[src/rtl/multi_mode_shift_unit_pkg.sv]
// Shared types for the multi-mode shift unit.
// Shift modes and control FSM states.
package shift_pkg;

  typedef enum logic [1:0] {
    SH_ASR = 2'b00,
    SH_LSR = 2'b01,
    SH_LSL = 2'b10,
    SH_ROR = 2'b11
  } shift_mode_t;

  typedef enum logic [1:0] {
    IDLE  = 2'b00,
    SHIFT = 2'b01,
    DONE  = 2'b10
  } state_t;

endpackage

[src/rtl/multi_mode_shift_unit_step.sv]
// One-bit shift of a WIDTH-bit word.
// Purely combinational; mode selects the fill/rotate behaviour.
module shift_step
  import shift_pkg::*;
#(
  parameter int WIDTH = 16
) (
  input  logic [WIDTH-1:0] x,
  input  shift_mode_t      mode,
  output logic [WIDTH-1:0] y
);

  // single-position shift selected by mode
  always_comb begin
    y = x;
    unique case (mode)
      SH_ASR: y = {x[WIDTH-1], x[WIDTH-1:1]};
      SH_LSR: y = {1'b0, x[WIDTH-1:1]};
      SH_LSL: y = {x[WIDTH-2:0], 1'b0};
      SH_ROR: y = {x[0], x[WIDTH-1:1]};
      default: y = x;
    endcase
  end

endmodule

[src/rtl/multi_mode_shift_unit.sv]
// Multi-cycle variable-distance shifter, one bit per clock.
// start/busy/done handshake; accepts a new op in IDLE or DONE.
module multi_mode_shift_unit
  import shift_pkg::*;
#(
  parameter int WIDTH = 16,
  parameter int AMT_W = 4
) (
  input  logic             clk,
  input  logic             rst_n,
  input  logic             start,
  input  logic [WIDTH-1:0] in,
  input  logic [AMT_W-1:0] amount,
  input  logic [1:0]       mode,
  output logic [WIDTH-1:0] out,
  output logic             busy,
  output logic             done
);

  state_t           state;
  shift_mode_t      mode_q;
  logic [AMT_W-1:0] cnt;
  logic [WIDTH-1:0] nxt;

  shift_step #(.WIDTH(WIDTH)) u_step (
    .x    (out),
    .mode (mode_q),
    .y    (nxt)
  );

  // control FSM, down-counter and data register
  always_ff @(posedge clk or negedge rst_n) begin
    if (!rst_n) begin
      state  <= IDLE;
      mode_q <= SH_ASR;
      cnt    <= '0;
      out    <= '0;
      busy   <= 1'b0;
      done   <= 1'b0;
    end else begin
      case (state)
        SHIFT: begin
          out <= nxt;
          cnt <= cnt - 1'b1;
          if (cnt == AMT_W'(1)) begin
            state <= DONE;
            busy  <= 1'b0;
            done  <= 1'b1;
          end
        end
        default: begin
          if (start) begin
            out    <= in;
            cnt    <= amount;
            mode_q <= shift_mode_t'(mode);
            if (amount != '0) begin
              state <= SHIFT;
              busy  <= 1'b1;
              done  <= 1'b0;
            end else begin
              state <= DONE;
              busy  <= 1'b0;
              done  <= 1'b1;
            end
          end else begin
            state <= IDLE;
            busy  <= 1'b0;
            done  <= 1'b0;
          end
        end
      endcase
    end
  end

endmodule

[config.mk]
export PLATFORM = sky130hd
export DESIGN_NAME = multi_mode_shift_unit
export DESIGN_NICKNAME = d
export VERILOG_FILES = /design/src/rtl/multi_mode_shift_unit_pkg.sv /design/src/rtl/multi_mode_shift_unit_step.sv /design/src/rtl/multi_mode_shift_unit.sv
export SDC_FILE = /design/constraint.sdc
export NUM_CORES = 1
export LEC_CHECK = 0
export ABC_AREA = 1
export CAP_MARGIN = 20
export CORE_MARGIN = 10
export CORE_UTILIZATION = 51
export DETAILED_ROUTE_END_ITERATION = 16
export PLACE_DENSITY = 0.9
export SLEW_MARGIN = 20
export SYNTH_ARGS = -nofsm -noshare
export SYNTH_HDL_FRONTEND = slang
export SYNTH_SLANG_ARGS = --single-unit
[constraint.sdc]
create_clock -name clk -period 2.4 [get_ports clk]
set_input_delay 0.48 -clock clk [delete_from_list [all_inputs] [get_ports clk]]
set_output_delay 0.48 -clock clk [all_outputs]
set_load 0.05 [all_outputs]
==> out/results.tsv, run 1 <==
stage	metric	value	unit
worst_setup_path	Crit path max-delay family	buffers and inverters	
clock_network	CTS root buf	clkbuf_4	
yosys	Seq/Total Area, Yosys	40.5	%
clock_network	Post-CTS Setup Inserts	0	
grt	first-pass GRT wire length	5900	um
worst_setup_path	Critical Path Start Type	register	
sta	Rel. slew slack	62.5	%
clock_network	Worst-path clk slew	0.13	ns
finish	antenna diode count	0	
floorplanning	Core Region	2760	sq um
sta	skew final	0.00491	ns
detailed_routing	Vias per Instance	5.32	
yosys	Yosys reg bits	24	
sta	final hold violation count	0	
status	outcome	finished, final reports clean	
floorplanning	die height	73.9	um
worst_setup_path	slowest stage cell, crit path	clkdlybuf4s50_1	
floorplanning	die width	73.9	um
sta	final setup fails	0	
clock_network	worst skew pair latency	0.31	ns
detailed_routing	DRT Pass-1 Iters	4	
sta	Tcrit/Tclk final	86.0	%
floorplanning	# rows	19	
worst_setup_path	Max FO, Critical Path	3	
clock_network	CTS tree	yes	
detailed_routing	via count	1430	
sta	slew at the pin closest to its max-slew limit	0.563	ns
worst_setup_path	critical path class	register to output port	
sta	Final Max Slew Viols	0	
placed_design	number of port buffers	42	
yosys	Mapped Area	1480	sq um
grt	grt total ovfl	0	
finish	final core occ	68.4	%
finish	fraction of layout cells with a size suffix above 1	7.14	%
detailed_routing	Total Routed Length	3660	um
clock_network	CTS resizes	0	
sta	Tmin final	2.06	ns
min_path	hold crit path type	input port to asynchronous set/reset pin	
sta	fmax	485	MHz
detailed_routing	drt initial violations	192	
detailed_routing	post-route ant nets	0	
worst_setup_path	critical-path cell list	clkdlybuf4s50_1	
sta	unrepaired setup endpoints after global routing	false	
pwr	static leakage	0.908	nW
worst_setup_path	Worst EP arrival	1.58	ns
grt	vias in the first global route	1394	
sta	Setup TNS	0	ns
sta	hold_ws	0.515	ns
worst_setup_path	max incr delay on CP	0.84	ns
finish	area delta synth->final	27.2	%
worst_setup_path	Critical Path End Type	output port	
yosys	post-synth cell types	19	
worst_setup_path	Buf/Inv on CP	1	
placed_design	GPL Wtd Cong	0.794	
grt	all-layer global routing usage	13.0	%
clock_network	CTS Buffer Depth	2	
floorplanning	number of I/O pins	43	
clock_network	H-tree levels	1	
detailed_routing	routed length per instance	13.6	um
grt	largest net degree at the start of global routing	25	
run	# Max-Cap Violations	0	
placed_design	Post-DP HPWL	2710	um
floorplanning	DIE AREA	5460	sq um
yosys	Ys Warns	0	
clock_network	CTS sink count	24	
pwr	Worst VDD drop	0.000967	V
pwr	pwr/cell area	1560	nW/um^2
grt	initial antenna violation count	0	
floorplanning	initial cell density of the core	53.8	%
clock_network	Post-CTS Hold Buffers	0	
finish	Final nets	267	
yosys	Mapped Nets	229	
yosys	post-synthesis area per instance	7.34	sq um
yosys	Mapped Cells	202	
clock_network	Num CTS Buffers	3	
worst_setup_path	CP required	1.92	ns
detailed_routing	DRC	0	
==> path summary, 6_finish.rpt <==
| kind | startpoint | endpoint | slack, ns | cells after the start |
|---|---|---|---|---|
| worst min register to register | out[15]$_DFFE_PN0P_ | out[15]$_DFFE_PN0P_ | 0.56 | 2 |
| min in group clk | out[15]$_DFFE_PN0P_ | out[15]$_DFFE_PN0P_ | 0.56 | 2 |
| max in group asynchronous | rst_n | cnt[1]$_DFFE_PN0P_ | 1.65 | 2 |
| worst max-delay path | state[0]$_DFFE_PN0P_ | busy | 0.34 | 1 |
| worst max register to register | state[0]$_DFFE_PN0P_ | out[15]$_DFFE_PN0P_ | 1.04 | 5 |
| worst min-delay path | rst_n | out[6]$_DFFE_PN0P_ | 0.51 | 2 |
==> registers in the layout (all words and copies together), names as in the netlist <==
register	flops
state	1
done	1
out	16
cnt	4
mode_q	2
==> layout by cell type, fill, tap and decap left out <==
cell	instances
a21oi_1	16
buf_4	1
clkbuf_4	3
clkdlybuf4s50_1	42
dfrtp_1	24
ha_1	2
inv_1	21
inv_2	4
inv_4	1
nand2_1	42
nand2_2	1
nand2_4	4
nand3_1	34
nor2_1	21
nor2_4	1
o211ai_2	2
o21ai_0	16
o21ai_1	2
or2_1	1
==> synth_stat cells, drive strengths merged <==
library cell   n  share of area [%]
ha             2                1.7
nor2          22                6.1
dfrtp         24                 41
or2            1               0.42
o21ai         18                6.1
o211ai         2                1.7
a21oi         16                5.4
inv           26                6.8
nand2         47                 14
nand3         34                 11
buf           10                5.8
==> cell type report <==
class	instances	area, sq um
fillers	241	872
multi-input cells	142	696
flip-flops and latches	24	601
repair buffers	43	428
inverters	26	100
well taps	31	38.8
clock buffers	3	22.5
==> metrics by stage <==
stage               power (mW)  area [sq um]  cells  setup WS (ns)
floorplan                 2.32          1480    202           1.06
global placement          2.74          1860    266          0.670
detailed placement        2.78          1860    266          0.607
CTS                       2.95          1890    269          0.323
global route              3.16          1890    269          0.292
finish                    2.94          1890    269          0.336
==> routing by layer <==
layer  up-vias  track usage, %  share of wire [%]
li1        717               -                  -
met1       676            15.5                 44
met2        33            22.4                 49
met3         4            2.69                5.6
met4         0            4.76               0.98
met5         -               0                  0
==> power by group <==
group	switching, mW	internal, mW
registers	0.216	0.613
clock network	0.119	0.0586
logic	1.29	0.651
==> cells by family (layout without fill, tap and decap cells) <==
logic type               after synthesis  in the layout  share of synthesized area (%)
flip-flops                            24             24                           40.5
buffers and inverters                 36             72                           12.6
AND/OR/NAND/NOR                      104            104                           32.1
adder cells (fa/ha/maj)                2              2                           1.69
AO/OA/AOI/OAI                         36             36                           13.2
No activity file was read; power rests on OpenSTA's default activity.
==> run 2, diff against run 1 <==
--- a/config.mk
+++ b/config.mk
@@ -10,7 +10,7 @@
 export CORE_MARGIN = 10
 export CORE_UTILIZATION = 51
 export DETAILED_ROUTE_END_ITERATION = 16
-export PLACE_DENSITY = 0.9
+export PLACE_DENSITY = 0.84
 export SLEW_MARGIN = 20
 export SYNTH_ARGS = -nofsm -noshare
 export SYNTH_HDL_FRONTEND = slang
==> out/results.tsv, run 2 (synthesis results as in run 1) <==
stage	metric	value	unit
clock_network	Post-CTS Hold Buffers	0	
sta	unrepaired setup endpoints after global routing	false	
placed_design	GPL Wtd Cong	0.818	
clock_network	Worst-path clk slew	0.13	ns
pwr	pwr/cell area	1550	nW/um^2
placed_design	dpl ws	0.630	ns
finish	Final nets	267	
detailed_routing	DRT Pass-1 Iters	4	
clock_network	Num CTS Buffers	3	
worst_setup_path	Critical path origin	done$_DFFE_PN0P_	
sta	Rel. slew slack	62.1	%
finish	Largest regs	out x16, cnt x4, mode_q x2	
sta	Final Max Slew Viols	0	
clock_network	CTS tree	yes	
clock_network	CTS Buffer Depth	2	
placed_design	number of port buffers	42	
pwr	total power	2.92	mW
finish	Largest register FFs	16	
sta	slew at the pin closest to its max-slew limit	0.568	ns
finish	fraction of layout cells with a size suffix above 1	7.14	%
floorplanning	initial cell density of the core	53.8	%
floorplanning	Core Region	2760	sq um
finish	area delta synth->final	27.2	%
detailed_routing	via count	1403	
grt	largest net degree at the start of global routing	25	
grt	initial antenna violation count	0	
detailed_routing	drt initial violations	89	
worst_setup_path	critical-path cell list	clkdlybuf4s50_1	
worst_setup_path	critical path class	register to output port	
clock_network	H-tree levels	1	
floorplanning	DIE AREA	5460	sq um
floorplanning	number of I/O pins	43	
worst_setup_path	slowest stage cell, crit path	clkdlybuf4s50_1	
floorplanning	# rows	19	
pwr	static leakage	0.908	nW
sta	Tmin final	2.06	ns
finish	most frequent cells in the layout	nand2_1 (42), clkdlybuf4s50_1 (42), nand3_1 (34)	
detailed_routing	Vias per Instance	5.22	
detailed_routing	post-route ant nets	0	
finish	Reg with most FFs	out	
sta	Final WS setup	0.342	ns
sta	fmax	486	MHz
grt	first-pass GRT wire length	6120	um
floorplanning	die width	73.9	um
worst_setup_path	Critical Path Start Type	register	
worst_setup_path	Critical Path End Type	output port	
worst_setup_path	CP required	1.92	ns
clock_network	worst skew pair latency	0.31	ns
finish	antenna diode count	0	
worst_setup_path	reg2reg start	mode_q[1]$_DFFE_PN0P_	
sta	Tcrit/Tclk final	85.7	%
sta	Setup TNS	0	ns
pwr	Worst VDD drop	0.000960	V
finish	final core occ	68.4	%
grt	vias in the first global route	1395	
detailed_routing	routed length per instance	13.2	um
sta	final setup fails	0	
sta	hold_ws	0.505	ns
floorplanning	die height	73.9	um
clock_network	CTS sink count	24	
clock_network	CTS resizes	0	
grt	all-layer global routing usage	13.5	%
worst_setup_path	Buf/Inv on CP	1	
status	outcome	finished, final reports clean	
sta	final hold violation count	0	
min_path	hold crit path type	input port to asynchronous set/reset pin	
detailed_routing	Total Routed Length	3540	um
sta	skew final	0.0130	ns
placed_design	Post-DP HPWL	2630	um
run	# Max-Cap Violations	0	
worst_setup_path	max incr delay on CP	0.83	ns
grt	grt total ovfl	0	
worst_setup_path	Max FO, Critical Path	3	
clock_network	Post-CTS Setup Inserts	0	
worst_setup_path	Worst EP arrival	1.58	ns
detailed_routing	DRC	0	
clock_network	CTS root buf	clkbuf_4	
worst_setup_path	Crit path max-delay family	buffers and inverters	
[run 2: cell counts in the layout (fill, tap and decap cells not counted)]
Identical to the previous run, type by type.
[run 2: layer usage]
metal / up-vias / share of wire, % / track usage, %
met2: 38 / 48 / 22.7
li1: 721 / - / -
met5: - / 0 / 0
met3: 2 / 8.1 / 3.50
met1: 642 / 43 / 16.1
met4: 0 / 0.71 / 4.76
[run 2: cell type report]
cell class              count  area [sq um]
flip-flops and latches     24           601
multi-input cells         142           696
well taps                  31          38.8
inverters                  26           100
repair buffers             43           428
fillers                   229           872
clock buffers               3          22.5
[run 2: final timing paths]
path	slack (ns)	to	cells past startpoint
setup / recovery	0.34	done	1
hold / removal	0.50	out[6]$_DFFE_PN0P_	2
setup reg to reg	1.08	out[11]$_DFFE_PN0P_	4
hold reg to reg	0.57	out[15]$_DFFE_PN0P_	2
max in group asynchronous	1.65	out[14]$_DFFE_PN0P_	2
min in group clk	0.57	out[15]$_DFFE_PN0P_	2
[run 2: power breakdown]
group          leakage (nW)  total (mW)  switching, mW  internal (mW)
registers             0.287       0.826          0.212          0.614
clock network        0.0138       0.175          0.117         0.0586
logic                 0.607        1.92           1.27          0.651
[run 2: through the flow]
step	cells	area (sq um)
floorplan	202	1480
global placement	266	1860
detailed placement	266	1860
CTS	269	1890
global route	269	1890
finish	269	1890
